--- src/rtl/ppl_pix_wr_pkg.sv ---
// Shared widths, frame geometry and the FIFO entry type
// for the pixel write-back stage.
package ppl_pkg;

  localparam int PIX_AW = 20;
  localparam int TEX_AW = 13;
  localparam int RGB_W  = 16;

  function automatic int fb_pixels(input int h, input int v);
    return h * v;
  endfunction

  localparam int FB_PIXELS = fb_pixels(1280, 720);

  typedef struct packed {
    logic [PIX_AW-1:0] addr;
    logic [RGB_W-1:0]  rgb;
  } pix_ent_t;

  localparam int ENT_W = $bits(pix_ent_t);

  typedef enum logic {
    WR_IDLE,
    WR_REQ
  } wr_st_e;

endpackage

--- src/rtl/ppl_pix_wr_if.sv ---
// Pixel stream in, texture ROM port and framebuffer
// write port of the write-back stage.
interface ppl_pix_wr_if;
  import ppl_pkg::*;

  logic              in_valid;
  logic [PIX_AW-1:0] in_pixel_addr;
  logic [TEX_AW-1:0] in_texture_addr;
  logic [TEX_AW-1:0] tex_addr;
  logic [RGB_W-1:0]  tex_data;
  logic              fb_wr_req;
  logic [PIX_AW-1:0] fb_wr_addr;
  logic [RGB_W-1:0]  fb_wr_data;
  logic              fb_wr_ack;
  logic              fifo_afull;
  logic              frame_done;
  logic [7:0]        ovf_cnt;

  modport slave (
    input  in_valid, in_pixel_addr, in_texture_addr,
    input  tex_data, fb_wr_ack,
    output tex_addr, fb_wr_req, fb_wr_addr, fb_wr_data,
    output fifo_afull, frame_done, ovf_cnt
  );

  modport master (
    output in_valid, in_pixel_addr, in_texture_addr,
    output tex_data, fb_wr_ack,
    input  tex_addr, fb_wr_req, fb_wr_addr, fb_wr_data,
    input  fifo_afull, frame_done, ovf_cnt
  );

endinterface

--- src/rtl/ppl_pix_wr_fifo.sv ---
// Synchronous FIFO with registered count; a push into a
// full FIFO succeeds when a pop happens in the same cycle.
module ppl_pix_fifo #(
  parameter int DEPTH  = 16,
  parameter int W      = 36,
  parameter int AF_LVL = DEPTH - 4
) (
  input  logic         clk,
  input  logic         rst,
  input  logic         i_push,
  input  logic [W-1:0] i_din,
  input  logic         i_pop,
  output logic [W-1:0] o_dout,
  output logic         o_full,
  output logic         o_empty,
  output logic         o_afull
);

  localparam int AW = $clog2(DEPTH);

  logic [W-1:0]  r_mem [DEPTH];
  logic [AW-1:0] r_wp;
  logic [AW-1:0] r_rp;
  logic [AW:0]   r_cnt;
  logic [AW:0]   w_cnt_nx;
  logic          r_afull;
  logic          w_wr;
  logic          w_rd;

  assign o_full  = r_cnt == (AW+1)'(DEPTH);
  assign o_empty = r_cnt == '0;
  assign o_afull = r_afull;
  assign o_dout  = r_mem[r_rp];

  assign w_rd = i_pop & ~o_empty;
  assign w_wr = i_push & (~o_full | w_rd);

  always_comb begin
    w_cnt_nx = r_cnt;
    if (w_wr & ~w_rd)
      w_cnt_nx = r_cnt + (AW+1)'(1);
    else if (~w_wr & w_rd)
      w_cnt_nx = r_cnt - (AW+1)'(1);
  end

  always_ff @(posedge clk or negedge rst) begin
    if (!rst) begin
      r_wp    <= '0;
      r_rp    <= '0;
      r_cnt   <= '0;
      r_afull <= 1'b0;
    end else begin
      if (w_wr) r_wp <= r_wp + 1'b1;
      if (w_rd) r_rp <= r_rp + 1'b1;
      r_cnt   <= w_cnt_nx;
      r_afull <= w_cnt_nx >= (AW+1)'(AF_LVL);
    end
  end

  always_ff @(posedge clk) begin
    if (w_wr) r_mem[r_wp] <= i_din;
  end

endmodule

--- src/rtl/ppl_pix_wr.sv ---
// Pixel write-back: texture fetch, pixel/texel pairing,
// buffering and framebuffer req/ack writes.
module ppl_pix_wr
  import ppl_pkg::*;
#(
  parameter int H_DISP     = 1280,
  parameter int V_DISP     = 720,
  parameter int FIFO_DEPTH = 16
) (
  input logic          clk,
  input logic          rst,
  ppl_pix_wr_if.slave  bus
);

  localparam int FB_N = fb_pixels(H_DISP, V_DISP);
  localparam logic [PIX_AW-1:0] FB_LIM  = PIX_AW'(FB_N);
  localparam logic [PIX_AW-1:0] FB_LAST = PIX_AW'(FB_N - 1);

  logic              r_s1_v;
  logic [PIX_AW-1:0] r_s1_addr;
  logic [TEX_AW-1:0] r_tex;
  logic              r_s2_v;
  logic [PIX_AW-1:0] r_s2_addr;
  logic              w_in_ok;

  pix_ent_t          w_din;
  pix_ent_t          w_dout;
  logic              w_full;
  logic              w_empty;
  logic              w_afull;
  logic              w_pop;
  logic              w_drop;

  wr_st_e            r_st;
  wr_st_e            w_st_nx;
  logic              r_req;
  logic [PIX_AW-1:0] r_addr;
  logic [RGB_W-1:0]  r_data;
  logic              r_done;
  logic [7:0]        r_ovf;

  assign w_in_ok = bus.in_valid & (bus.in_pixel_addr < FB_LIM);

  always_ff @(posedge clk or negedge rst) begin
    if (!rst) begin
      r_s1_v    <= 1'b0;
      r_s1_addr <= '0;
      r_tex     <= '0;
      r_s2_v    <= 1'b0;
      r_s2_addr <= '0;
    end else begin
      r_s1_v    <= w_in_ok;
      r_s2_v    <= r_s1_v;
      r_s2_addr <= r_s1_addr;
      if (w_in_ok) begin
        r_s1_addr <= bus.in_pixel_addr;
        r_tex     <= bus.in_texture_addr;
      end
    end
  end

  // texel lands the cycle after r_tex is presented
  assign w_din  = '{addr: r_s2_addr, rgb: bus.tex_data};
  assign w_drop = r_s2_v & w_full & ~w_pop;

  ppl_pix_fifo #(
    .DEPTH  (FIFO_DEPTH),
    .W      (ENT_W),
    .AF_LVL (FIFO_DEPTH - 4)
  ) u_fifo (
    .clk     (clk),
    .rst     (rst),
    .i_push  (r_s2_v),
    .i_din   (w_din),
    .i_pop   (w_pop),
    .o_dout  (w_dout),
    .o_full  (w_full),
    .o_empty (w_empty),
    .o_afull (w_afull)
  );

  always_comb begin
    w_st_nx = r_st;
    w_pop   = 1'b0;
    unique case (r_st)
      WR_IDLE: begin
        if (!w_empty) begin
          w_pop   = 1'b1;
          w_st_nx = WR_REQ;
        end
      end
      WR_REQ: begin
        if (bus.fb_wr_ack) begin
          if (!w_empty) w_pop = 1'b1;
          else w_st_nx = WR_IDLE;
        end
      end
    endcase
  end

  always_ff @(posedge clk or negedge rst) begin
    if (!rst) begin
      r_st   <= WR_IDLE;
      r_req  <= 1'b0;
      r_addr <= '0;
      r_data <= '0;
      r_done <= 1'b0;
      r_ovf  <= '0;
    end else begin
      r_st  <= w_st_nx;
      r_req <= w_st_nx == WR_REQ;
      if (w_pop) begin
        r_addr <= w_dout.addr;
        r_data <= w_dout.rgb;
      end
      r_done <= r_req & bus.fb_wr_ack & (r_addr == FB_LAST);
      if (w_drop && r_ovf != 8'hFF)
        r_ovf <= r_ovf + 8'd1;
    end
  end

  assign bus.tex_addr   = r_tex;
  assign bus.fb_wr_req  = r_req;
  assign bus.fb_wr_addr = r_addr;
  assign bus.fb_wr_data = r_data;
  assign bus.fifo_afull = w_afull;
  assign bus.frame_done = r_done;
  assign bus.ovf_cnt    = r_ovf;

endmodule

--- src/flat_wrapper.sv ---
// flat-port wrapper written by rule: the top's interface ports become plain ports
module ppl_pix_wr_flat import ppl_pkg::*;
#(
  parameter int H_DISP     = 1280,
  parameter int V_DISP     = 720,
  parameter int FIFO_DEPTH = 16
)
  (clk, rst, bus_in_valid, bus_in_pixel_addr, bus_in_texture_addr, bus_tex_data, bus_fb_wr_ack, bus_tex_addr, bus_fb_wr_req, bus_fb_wr_addr, bus_fb_wr_data, bus_fifo_afull, bus_frame_done, bus_ovf_cnt);
  ppl_pix_wr_if bus_i ();
  input logic clk;
  input logic rst;
  input wire logic [$bits(bus_i.in_valid)-1:0] bus_in_valid;
  input wire logic [$bits(bus_i.in_pixel_addr)-1:0] bus_in_pixel_addr;
  input wire logic [$bits(bus_i.in_texture_addr)-1:0] bus_in_texture_addr;
  input wire logic [$bits(bus_i.tex_data)-1:0] bus_tex_data;
  input wire logic [$bits(bus_i.fb_wr_ack)-1:0] bus_fb_wr_ack;
  output wire logic [$bits(bus_i.tex_addr)-1:0] bus_tex_addr;
  output wire logic [$bits(bus_i.fb_wr_req)-1:0] bus_fb_wr_req;
  output wire logic [$bits(bus_i.fb_wr_addr)-1:0] bus_fb_wr_addr;
  output wire logic [$bits(bus_i.fb_wr_data)-1:0] bus_fb_wr_data;
  output wire logic [$bits(bus_i.fifo_afull)-1:0] bus_fifo_afull;
  output wire logic [$bits(bus_i.frame_done)-1:0] bus_frame_done;
  output wire logic [$bits(bus_i.ovf_cnt)-1:0] bus_ovf_cnt;
  assign bus_i.in_valid = bus_in_valid;
  assign bus_i.in_pixel_addr = bus_in_pixel_addr;
  assign bus_i.in_texture_addr = bus_in_texture_addr;
  assign bus_i.tex_data = bus_tex_data;
  assign bus_i.fb_wr_ack = bus_fb_wr_ack;
  assign bus_tex_addr = bus_i.tex_addr;
  assign bus_fb_wr_req = bus_i.fb_wr_req;
  assign bus_fb_wr_addr = bus_i.fb_wr_addr;
  assign bus_fb_wr_data = bus_i.fb_wr_data;
  assign bus_fifo_afull = bus_i.fifo_afull;
  assign bus_frame_done = bus_i.frame_done;
  assign bus_ovf_cnt = bus_i.ovf_cnt;
  ppl_pix_wr #(.H_DISP(H_DISP), .V_DISP(V_DISP), .FIFO_DEPTH(FIFO_DEPTH)) u_core (.clk(clk), .rst(rst), .bus(bus_i));
endmodule
--- config.mk ---
export PLATFORM = sky130hd
export DESIGN_NAME = ppl_pix_wr_flat
export DESIGN_NICKNAME = d
export VERILOG_FILES = /design/src/rtl/ppl_pix_wr_pkg.sv /design/src/rtl/ppl_pix_wr_if.sv /design/src/rtl/ppl_pix_wr_fifo.sv /design/src/rtl/ppl_pix_wr.sv /design/src/flat_wrapper.sv
export SDC_FILE = /design/constraint.sdc
export NUM_CORES = 1
export LEC_CHECK = 0
export CORE_UTILIZATION = 55
export CTS_BUF_LIST = sky130_fd_sc_hd__clkbuf_8 sky130_fd_sc_hd__clkbuf_16
export DETAILED_ROUTE_END_ITERATION = 6
export GPL_TIMING_DRIVEN = 1
export PLACE_DENSITY = 0.75
export SYNTH_ARGS = -nofsm -noshare
export SYNTH_HDL_FRONTEND = slang
export SYNTH_SLANG_ARGS = --single-unit
--- constraint.sdc ---
create_clock -name clk -period 8.55 [get_ports clk]
set_clock_uncertainty 0.2 [all_clocks]
set_input_delay 1.71 -clock clk [delete_from_list [all_inputs] [get_ports clk]]
set_output_delay 1.71 -clock clk [all_outputs]
set_load 0.005 [all_outputs]
### Word-level counts from Yosys, hierarchy flattened

Memories as Yosys holds them, arrays and structs flattened. A register that Yosys moved wholly into a read port is not among the register bits.
Index checks and enable logic that the tools add are counted.

| word-level totals | value |
|---|---|
| register bits | 79 |
| RAM bits | 576 |
| output and inout bits | 60 |
| word-level logic and storage cells | 51 |
| memories kept | 1 |

Memory list:

| name | depth | bits a word | rd ports | clocked after Yosys merged registers in | wr ports | RTL line | RTL |
|---|---|---|---|---|---|---|---|
| u_core.u_fifo.r_mem | 16 | 36 | 1 | 1 | 1 | ppl_pix_wr_fifo.sv:21 | `logic [W-1:0] r_mem [DEPTH];` |

| cells by class | value |
|---|---|
| add/sub/neg operators | 5 |
| $lt $le $gt $ge | 2 |
| equality and inequality tests | 3 |
| muxes and demuxes | 9 |
| bitwise logic cells | 16 |
| reduce and logical (&&, ||, !) cells | 3 |

Operators with widths:

| operator | count |
|---|---|
| $eq A20 B20 Y1 const B | 1 |
| $lt A20 B20 Y1 const B | 1 |
| $mux W5 | 2 |
| $and A1 B1 Y1 | 9 |
| $add A4 B1 Y4 const B | 2 |
| $add A8 B1 Y8 const B | 1 |
| $ne A8 B8 Y1 const B | 1 |
| $not A1 Y1 | 6 |
| $add A5 B1 Y5 const B | 1 |
| $eq A5 B5 Y1 const B | 1 |
| $ge A5 B4 Y1 const B | 1 |
| $logic_not A5 Y1 | 1 |
| $mux W1 | 5 |
| $sub A5 B1 Y5 const B | 1 |
| $pmux W1 S2 | 2 |
| $logic_and A1 B1 Y1 | 1 |
| $logic_not A1 Y1 | 1 |
| $or A1 B1 Y1 | 1 |

### Depth between registers and ports, before layout

Gate-level depths: netlist of the first run.

| depth | value |
|---|---|
| depth after elaboration | 12 |
| depth in mapped cells | 8 |
| mapped depth without buffers | 6 |

### Cells and area by module

From an unflattened synthesis of the first run, not the netlist that was laid out.

| unflattened totals | value |
|---|---|
| cells, all modules | 1,131 |
| area, all modules | 26,230.2 µm² |

By module, submodules not included:

| module | times used | cells each | area an instance (µm²) | sequential area each (µm²) |
|---|---|---|---|---|
| ppl_pix_fifo | 1 | 905 | 22,465.3 | 17,646.9 |
| ppl_pix_wr | 1 | 226 | 3,764.9 | 2,527.4 |

### Worst setup path after synthesis of the first run

No wires, ideal clock.

| timing | value |
|---|---|
| path kind | input to register |
| start point | input bus_fb_wr_ack |
| end point | memory u_core.u_fifo.r_mem[4][0], enable pin |
| setup time | 0.482 ns |
| arrival | 5.164 ns |
| setup slack | 2.704 ns |
| stages on the path | 6 |
| cell sequence | nor2b_1 -> buf_2 -> a31oi_1 -> buf_2 -> nand2_1 -> nor3b_1 |

| on the way | value |
|---|---|
| word-level cells in the longest chain between the ends | 7 |

RTL lines:

| what | RTL line | RTL |
|---|---|---|
| start: declaration | flat_wrapper.sv:16 | `input wire logic [$bits(bus_i.fb_wr_ack)-1:0] bus_fb_wr_ack;` |
| $mux W1 | ppl_pix_wr.sv:93 | `if (bus.fb_wr_ack) begin` |
| $pmux W1 S2 | ppl_pix_wr.sv:85 | `unique case (r_st)` |
| $and A1 B1 Y1 | ppl_pix_wr_fifo.sv:35 | `assign w_rd = i_pop & ~o_empty;` |
| $or A1 B1 Y1 | ppl_pix_wr_fifo.sv:36 | `assign w_wr = i_push & (~o_full \| w_rd);` |
| $and A1 B1 Y1 | ppl_pix_wr_fifo.sv:36 |  |
| $mux W1 | ppl_pix_wr_fifo.sv:61 | `if (w_wr) r_mem[r_wp] <= i_din;` |
| $mux W1 (implied by the code) | ppl_pix_wr_fifo.sv:61 |  |
| end: declaration | ppl_pix_wr_fifo.sv:21 |  |

No other way between the ends.

### Final worst setup path of the first run

| timing | value |
|---|---|
| start point | input bus_fb_wr_ack |
| end point | memory u_core.u_fifo.r_mem[6][12], enable pin |

Same word-level chain as after synthesis.

==> results of run 1 <==
==> critical path, stage by stage <==
cell	delay (ps)
clkdlybuf4s50_1	660
nor2b_1	270
a31oi_1	830
nand2_1	340
nor3b_2	1070
buf_4	560
==> registers in the layout, summed over array words and instances (netlist names) <==
register	cells
u_core.r_st	1
u_core.u_fifo.o_afull	1
u_core.u_fifo.r_wp	4
u_core.r_s2_addr	20
u_core.u_fifo.r_cnt	5
u_core.bus.frame_done	1
u_core.bus.tex_addr	13
u_core.bus.fb_wr_addr	20
u_core.bus.ovf_cnt	8
u_core.u_fifo.r_mem	576
u_core.r_s2_v	1
u_core.bus.fb_wr_data	16
u_core.u_fifo.r_rp	4
u_core.r_s1_addr	20
u_core.r_s1_v	1
==> metal layers <==
layer / vias to the layer above / part of all wire, %
met5: - / 0
li1: 5262 / -
met3: 72 / 5.8
met2: 468 / 50
met1: 6637 / 42
met4: 0 / 2.1
==> worst max-delay path by stage <==
| stage | startpoint | to | slack, ps | depth (start not counted) |
|---|---|---|---|---|
| after CTS | bus_fb_wr_ack | u_core.u_fifo.r_mem[6][19] | 3180 | 6 |
| after detailed placement | bus_fb_wr_ack | u_core.u_fifo.r_mem[6][11] | 2590 | 6 |
| final | bus_fb_wr_ack | u_core.u_fifo.r_mem[6][12] | 3130 | 6 |
| after global routing | bus_fb_wr_ack | u_core.u_fifo.r_mem[6][8] | 2890 | 6 |
| after floorplan | bus_fb_wr_ack | u_core.u_fifo.r_mem[4][0] | 2700 | 6 |
| after global placement | bus_fb_wr_ack | u_core.u_fifo.r_mem[6][12] | 2690 | 6 |
==> placed cells by master, fill, tap and decap left out, types with 14 or more instances in the layout <==
master / instances
edfxtp_1: 576
mux4_2: 144
clkdlybuf4s50_1: 111
dfrtp_1: 111
clkbuf_16: 73
mux2i_1: 72
a2bb2oi_1: 36
mux2_4: 28
o21ai_1: 25
inv_1: 23
o21ai_0: 15
buf_4: 15
nand2_1: 14
==> final cells by class <==
class	count	area, um2	area share [%]
sequential	691	20200	66.5
tap	607	759	2.50
multi-input combinational	445	5880	19.4
inverter	9	33.8	0.111
timing repair buffer	127	1230	4.07
clock inverter	48	324	1.07
clock buffer	80	1920	6.34
==> Yosys cell counts (6+ instances only) <==
cell type / n / share of area [%]
edfxtp_1: 576 / 66
mux4_2: 144 / 12
dfrtp_1: 115 / 11
mux2i_1: 72 / 2.7
a2bb2oi_1: 36 / 1.2
buf_2: 30 / 0.57
mux2_4: 28 / 1.6
o21ai_1: 25 / 0.47
nand2_1: 15 / 0.21
o21ai_0: 15 / 0.28
buf_4: 13 / 0.37
clkbuf_1: 12 / 0.17
inv_1: 9 / 0.13
ha_1: 8 / 0.38
nand3_1: 8 / 0.15
nand4_1: 8 / 0.19
nor2_1: 8 / 0.11
xor2_1: 8 / 0.27
and4_1: 6 / 0.20
xnor2_1: 6 / 0.20
==> kinds of logic after synthesis <==
kind of cell | Yosys count
DFF | 691
muxes | 249
AOI/OAI and AO/OA | 96
and+or+nand+nor | 78
buffers and inverters | 69
xor gates and xnor gates | 14
adders and majority gates | 8
==> power by group <==
part / internal [mW] / switching, mW
sequential: 4.09 / 0.370
clock: 1.71 / 1.24
combinational: 1.22 / 1.08
total: 7.02 / 2.69
==> impl_results.md, run 1 <==
- Status: finished, final reports clean
- WP data required: 8590 ps
- Min-Delay Endpoint: u_core.r_s2_v
- Final WS setup: 3130 ps
- Max-cap violations: 0
- Peak VDD IR: 0.189 mV
- Hold/Removal Path Class: reg2reg
- Fin. Hold Viols: 0
- CTS root buf: clkbuf_16
- GR Util met3: 3.23%
- Clk_lat worst skew: 600 ps
- Post-Syn Instances: 1205
- Post-CTS sizing: 0
- XOR/XNOR Fraction of Synth Area: 0.465%
- Cts hold-fix bufs: 0
- Worst Max-Slew Pin Slew: 1270 ps
- Die W: 221 um
- R2r setup slk: 4260 ps
- Hold Path Stages: 0
- Synth Area in Adders: 0.379%
- Worst R2R Start: u_core.u_fifo.r_cnt[1]
- Largest net degree at the start of global routing: 69
- CTS clk-pin slew, worst paths: 60 ps
- IO Pins: 113
- Final instance area: 30300 um2
- WP data arrival: 5460 ps
- Core ar.: 47000 um2
- Synth cell types: 50
- Clk buf depth: 3
- DP Area: 28100 um2
- Post-synth net total: 1266
- Worst R2R Path Depth: 7
- Overall routing resource usage: 22.1%
- DR DRC count: 0
- Share of cells above drive strength 1: 23.4%
- Critical R2R Capture: u_core.u_fifo.r_mem[6][12]
- Initial drt markers: 1091
- Synthesized flop and latch total: 691
- DR vias: 12.4k
- Largest family of logic cells by synthesized area: multiplexers
- Final wirelength: 52600 um
- GR Layer Usage met2: 36.5%
- Fin crit share: 63.4%
- CP Capture Type: register
- Simple-Gate Fraction of Synth Area: 1.85%
- Hold path startpoint: u_core.r_s1_v
- Element type at the critical path start: primary input
- Post-synthesis to final-layout area growth: 15.0%
- Power, Total: 9.71 mW
- Die area: 48900 um2
- CTS tree: done
- Fill cell count: 2981
- Fin crit period: 5420 ps
- Rel. slew slack: 15.1%
- Grt ovf: 0
- Mean area per synthesized cell: 21.9 um2
- Number of CTS-inserted buffers: 69
- Total Neg Setup Slack: 0 ps
- Initial antenna violation count: 0
- Max Clk Rate: 185 MHz
- Count of final setup violators: 0
- Synth Area in Compound Gates: 2.58%
- Ant diodes: 0
- Final core utilization: 64.6%
- Yosys warnings: 0
- GR met1 Demand/Resource: 30.9%
- DR pass1 iterations: 5
- Synthesized area: 26400 um2
- Pleak: 10.4 nW
- # Post-CTS Setup Buffers: 0
- Initial core utilization: 56.2%
- H-tree depth: 3
- Post-synth top flop: edfxtp_1
- Crit Path Category: in2reg
- First-pass GRT wire length: 80400 um
- Placer Congestion: 0.739
- Final HPWL DP: 28300 um
- Post-synthesis mux area share: 16.8%
- Die Span Y: 221 um
- Routed len/inst: 26.2 um
- Placed insts: 1879
- Number of synthesized flops with an enable pin: 576
- Final ANT Viol Nets: 0
- Seq/Total Area, Yosys: 76.4%
- Final Max Slew Viols: 0
- Ys async rst share: 16.6%
- Number of global-route vias before repair: 13.0k
- Rows: 79
- Worst slack, placed: 2590 ps
- IO buf count: 112
- Pwr Density: 320 nW/um2
- CP max FO: 25
- Fin nets: 1404
- GR peak layer: met2
- Finished Layout Cells: 2007
- RSZ-0062 raised after global routing: no
- Routed vias/inst: 6.20
- Sink Count: 691
- Worst Hold Slack: 162 ps
Power figures use the tool's default switching activity.
==> inputs of run 2 (changes only) <==
==> constraint.sdc (replaced) <==
create_clock -name clk -period 5 [get_ports clk]
set_clock_uncertainty 0.2 [all_clocks]
set_input_delay 1 -clock clk [delete_from_list [all_inputs] [get_ports clk]]
set_output_delay 1 -clock clk [all_outputs]
set_load 0.005 [all_outputs]
==> impl_results.md, run 2 (same netlist as run 1, synthesis figures left out) <==
- Status: finished, final reports clean
- Fin nets: 1423 (+1.4%)
- Element type at the critical path start: primary input
- Logic pwr share: 24.3% (+0.6 points)
- Fill cell count: 2907 (-2.5%)
- Final ANT Viol Nets: 0 (unchanged)
- Hold/Removal Path Class: reg2reg
- IO Pins: 113 (unchanged)
- Critical R2R Capture: u_core.u_fifo.r_mem[8][13]
- Die area: 48900 um2 (unchanged)
- Placer Congestion: 0.817 (+11%)
- Final HPWL DP: 31300 um (+10%)
- Final wirelength: 54500 um (+3.6%)
- Initial drt markers: 1436 (+32%)
- Largest net degree at the start of global routing: 94 (+36%)
- Fin crit share: 69.2%
- Net Sw Power: 4.68 mW (+74%)
- Most frequent cells in the layout: 576 x edfxtp_1, 144 x mux4_2, 111 x clkdlybuf4s50_1, 111 x dfrtp_1
- Final instance area: 30600 um2 (+0.80%)
- Worst R2R Start: u_core.u_fifo.r_cnt[1]
- Fin. Hold Viols: 0 (unchanged)
- Sink Count: 691 (unchanged)
- Count of final setup violators: 0 (unchanged)
- DR DRC count: 0 (unchanged)
- Number of global-route vias before repair: 13.0k (-0.48%)
- Cts hold-fix bufs: 0 (unchanged)
- Initial antenna violation count: 1 (+1)
- Switching part of the total: 28.0% (+0.30 points)
- Most flop-heavy register: u_core.u_fifo.r_mem
- Ant diodes: 0 (unchanged)
- Fin crit period: 3460 ps
- Peak VDD IR: 0.321 mV (+70%)
- Rows: 79 (unchanged)
- DR vias: 12.6k (+1.4%)
- Hold Path Stages: 0 (unchanged)
- Max FFs per register: 576 (unchanged)
- Crit Path Category: in2reg
- Pleak: 10.5 nW (+1.4%)
- CTS clk-pin slew, worst paths: 60 ps (about the same)
- Die Span Y: 221 um (unchanged)
- Post-CTS sizing: 0 (unchanged)
- Routed len/inst: 26.9 um (+2.7%)
- Internal power: 12.0 mW (+71%)
- Min-Delay Endpoint: u_core.r_s2_v
- Core ar.: 47000 um2 (unchanged)
- CTS root buf: clkbuf_16
- First-pass GRT wire length: 82900 um (+3.1%)
- Commonest non-fill, non-tap cell in the layout: edfxtp_1
- Rel. slew slack: 22.4% (+7.3 points)
- RSZ-0062 raised after global routing: no
- CP Capture Type: register
- Hold path startpoint: u_core.r_s1_v
- Max-cap violations: 0 (unchanged)
- DP Area: 28400 um2 (+0.98%)
- Share of cells above drive strength 1: 24.1% (+0.76 points)
- Clk buf depth: 3 (unchanged)
- # Post-CTS Setup Buffers: 0 (unchanged)
- Worst R2R Path Depth: 7 (unchanged)
- Die W: 221 um (unchanged)
- IO buf count: 112 (unchanged)
- WP data required: 5080 ps (-3510 ps)
- Initial core utilization: 56.2% (unchanged)
- CP max FO: 15 (-40%)
- Post-synthesis to final-layout area growth: 15.9%
- Grt ovf: 0 (unchanged)
- Clk_lat worst skew: 600 ps (about the same)
- R2r setup slk: 1850 ps (-2410 ps)
- Overall routing resource usage: 23.0% (+0.87 points)
- Final Max Slew Viols: 0 (unchanged)
- Max Clk Rate: 289 MHz
- Power, Total: 16.7 mW (+72%)
- H-tree depth: 3 (unchanged)
- Number of CTS-inserted buffers: 68 (-1.4%)
- WP data arrival: 3540 ps (-1920 ps)
- Clock power share: 29.7% (-0.7 points)
- Pwr Density: 546 nW/um2 (+71%)
- CTS tree: done
- Worst Max-Slew Pin Slew: 1160 ps (-104 ps)
- Sequential share of power: 45.9% (about the same)
- DR pass1 iterations: 7 (+2)
- Routed vias/inst: 6.23 (+0.49%)
run 2: routing by layer:
layer	global-route usage (%)	share of wire, %
met2	36.0	49
met3	4.50	7.7
met1	33.1	41
met5	0	0.024
met4	7.51	2.3
run 2: metrics by stage:
step / instances / TNS (ps) / hold WS [ps] / util (%) / setup WS [ps]
finish: 2025 / 0 / 149 / 65.1 / 1540
global route: 2025 / 0 / 157 / 65.1 / 1370
CTS: 2025 / 0 / 152 / 65.1 / 1540
detailed placement: 1899 / 0 / 139 / 60.4 / 988
global placement: 1899 / 0 / 136 / 60.4 / 990
floorplan: 1205 / -18400 / 131 / - / -136
run 2: area by class of cell:
cell class / instances / area, um2 / share of cell area [%]
clock buffers: 82 / 1940 / 6.34
well taps: 607 / 759 / 2.48
inverters: 9 / 33.8 / 0.110
clock inverters: 44 / 277 / 0.904
flip-flops and latches: 691 / 20200 / 66.0
repair buffers: 147 / 1510 / 4.94
multi-input cells: 445 / 5880 / 19.2
run 2: worst max-delay path by stage:
| stage | slack [ps] | endpoint | cells past startpoint | startpoint |
|---|---|---|---|---|
| after floorplan | -140 | u_core.u_fifo.r_mem[4][0] | 6 | bus_fb_wr_ack |
| after global placement | 990 | u_core.u_fifo.r_mem[11][11] | 7 | bus_fb_wr_ack |
| after detailed placement | 990 | u_core.u_fifo.r_mem[11][7] | 7 | bus_fb_wr_ack |
| after CTS | 1540 | u_core.u_fifo.r_mem[11][7] | 7 | bus_fb_wr_ack |
| after global routing | 1370 | u_core.u_fifo.r_mem[11][7] | 7 | bus_fb_wr_ack |
| final | 1540 | u_core.u_fifo.r_mem[8][13] | 7 | bus_fb_wr_ack |
run 2: power groups by stage:
stage	Sequential, mW	Combinational, mW	Clock (mW)
final	7.67	4.07	4.97
after global routing	7.75	4.34	5.27
after CTS	7.67	4.13	5.04
after detailed placement	7.77	4.09	0
after global placement	7.74	4.01	0
after floorplan	7.37	2.99	0
run 2: worst max-delay path: stages:
cell and delay [ps]:
clkdlybuf4s50_1 660, nor2b_1 90, buf_4 190, a31oi_1 250, nor2b_1 470, and3_2 560, buf_4 320
==> inputs of run 3 (changes only) <==
==> constraint.sdc (replaced) <==
create_clock -name clk -period 3.35 [get_ports clk]
set_clock_uncertainty 0.2 [all_clocks]
set_input_delay 0.67 -clock clk [delete_from_list [all_inputs] [get_ports clk]]
set_output_delay 0.67 -clock clk [all_outputs]
set_load 0.005 [all_outputs]
==> impl_results.md, run 3 (same netlist as run 1, synthesis figures left out) <==
- Worst R2R Path Depth: 8 (+1)
- Hold/Removal Path Class: reg2reg
- DP Area: 28800 um2 (+1.4%)
- Final WS setup: 426 ps (-1120 ps)
- Rows: 79 (unchanged)
- Die Span Y: 221 um (unchanged)
- H-tree depth: 3 (unchanged)
- Worst slack, placed: 63.4 ps (-924 ps)
- Fin crit period: 2920 ps
- Peak VDD IR: 0.391 mV (+22%)
- Hold Path Stages: 0 (unchanged)
- Grt ovf: 0 (unchanged)
- Sink Count: 691 (unchanged)
- Placed insts: 1922 (+1.2%)
- Status: finished, final reports clean
- DR vias: 12.7k (+1.1%)
- Number of CTS-inserted buffers: 69 (+1.5%)
- Most frequent cells in the layout: 576 x edfxtp_1, 144 x mux4_2, 111 x clkdlybuf4s50_1, 111 x dfrtp_1, 75 x clkbuf_16
- IO Pins: 113 (unchanged)
- CTS root buf: clkbuf_16
- R2r setup slk: 430 ps (-1420 ps)
- First-pass GRT wire length: 86000 um (+3.7%)
- CTS clk-pin slew, worst paths: 60 ps (about the same)
- WP data required: 3410 ps (-1670 ps)
- Crit Path Category: reg2reg
- CTS tree: done
- Routed vias/inst: 6.22 (about the same)
- Max FFs per register: 576 (unchanged)
- Post-synthesis to final-layout area growth: 17.7%
- Overall routing resource usage: 24.2% (+1.2 points)
- Share of cells above drive strength 1: 25.9% (+1.8 points)
- Number of global-route vias before repair: 13.3k (+2.4%)
- Ant diodes: 0 (unchanged)
- Count of final setup violators: 0 (unchanged)
- Clk buf depth: 3 (unchanged)
- Finished Layout Cells: 2048 (+1.1%)
- Fin. Hold Viols: 0 (unchanged)
- Die area: 48900 um2 (unchanged)
- Commonest non-fill, non-tap cell in the layout: edfxtp_1
- Core ar.: 47000 um2 (unchanged)
- Final wirelength: 57100 um (+4.8%)
- RSZ-0062 raised after global routing: no
- Worst Max-Slew Pin Slew: 742 ps (-423 ps)
- IO buf count: 112 (unchanged)
- Worst setup path end: u_core.u_fifo.r_mem[5][30]
- Rel. slew slack: 50.4% (+28 points)
- CP Capture Type: register
- Largest net degree at the start of global routing: 62 (-34%)
- Clk_lat worst skew: 600 ps (about the same)
- Max-cap violations: 0 (unchanged)
- Power, Total: 25.6 mW (+53%)
- Die W: 221 um (unchanged)
- Final HPWL DP: 33800 um (+8.1%)
- Most flop-heavy register: u_core.u_fifo.r_mem
- Worst Hold Slack: 163 ps (+13.5 ps)
- Initial drt markers: 1287 (-10%)
- Final ANT Viol Nets: 0 (unchanged)
- Crit path from: u_core.u_fifo.r_cnt[0]
- Cts hold-fix bufs: 1 (+1)
- Fin crit share: 87.3%
- Final Max Slew Viols: 0 (unchanged)
- DR pass1 iterations: 5 (-2)
- Initial core utilization: 56.2% (unchanged)
- DR DRC count: 0 (unchanged)
- Max Clk Rate: 342 MHz
- Routed len/inst: 27.9 um (+3.6%)
- Element type at the critical path start: register
- Pwr Density: 823 nW/um2 (+51%)
- Pleak: 10.8 nW (+2.0%)
- Fin nets: 1448 (+1.8%)
- Placer Congestion: 0.797 (-2.5%)
- WP data arrival: 2990 ps (-550 ps)
- Worst R2R Start: u_core.u_fifo.r_cnt[0]
- Critical R2R Capture: u_core.u_fifo.r_mem[5][30]
- Initial antenna violation count: 1 (unchanged)
- # Post-CTS Setup Buffers: 0 (unchanged)
- Post-CTS sizing: 0 (unchanged)
- CP max FO: 36 (+21)
- Final instance area: 31100 um2 (+1.6%)
[run 3: layout make-up]
| cell class | count | area [um2] |
|---|---|---|
| timing repair buffer | 171 | 1890 |
| clock buffer | 83 | 1990 |
| clock inverter | 42 | 303 |
| inverter | 9 | 33.8 |
| multi-input combinational | 445 | 5900 |
| sequential | 691 | 20200 |
| fill | 2885 | 15900 |
| tap | 607 | 759 |
[run 3: layer usage]
metal / GRT usage [%] / part of all wire, % / vias up
li1: - / - / 5357
met5: 0 / 0 / -
met3: 5.66 / 8.5 / 77
met2: 36.9 / 48 / 563
met1: 35.4 / 42 / 6748
met4: 7.06 / 1.8 / 0
[run 3: where the power goes]
part / internal (mW) / total, mW / switching, mW / leakage (nW)
logic: 3.42 / 6.57 / 3.14 / 2.99
clock network: 4.46 / 7.64 / 3.17 / 1.18
registers: 10.4 / 11.4 / 0.933 / 6.58
total: 18.3 / 25.6 / 7.25 / 10.8
[run 3: worst min path at each step]
stage	start	endpoint	slack (ps)
2_1_floorplan	u_core.r_s1_v	u_core.r_s2_v	130
3_3_place_gp	u_core.r_s1_v	u_core.r_s2_v	140
3_5_place_dp	u_core.r_s1_v	u_core.r_s2_v	150
4_1_cts	u_core.r_s1_v	u_core.r_s2_v	160
5_1_grt	u_core.r_s1_v	u_core.r_s2_v	170
6_report	u_core.r_s1_v	u_core.r_s2_v	160
[run 3: critical path, stage by stage, from the launching register on]
cell and delay (ps):
dfrtp_1 460, inv_1 70, ha_1 240, nor3b_2 220, a31oi_1 310, buf_4 230
nand2_1 250, nor3b_4 290, buf_12 300
[run 3: through the flow]
step,TNS (ps),util (%)
2_1_floorplan,-31700,-
3_3_place_gp,0,61.3
3_5_place_dp,0,61.3
4_1_cts,0,66.2
5_1_grt,0,66.2
6_report,0,66.2
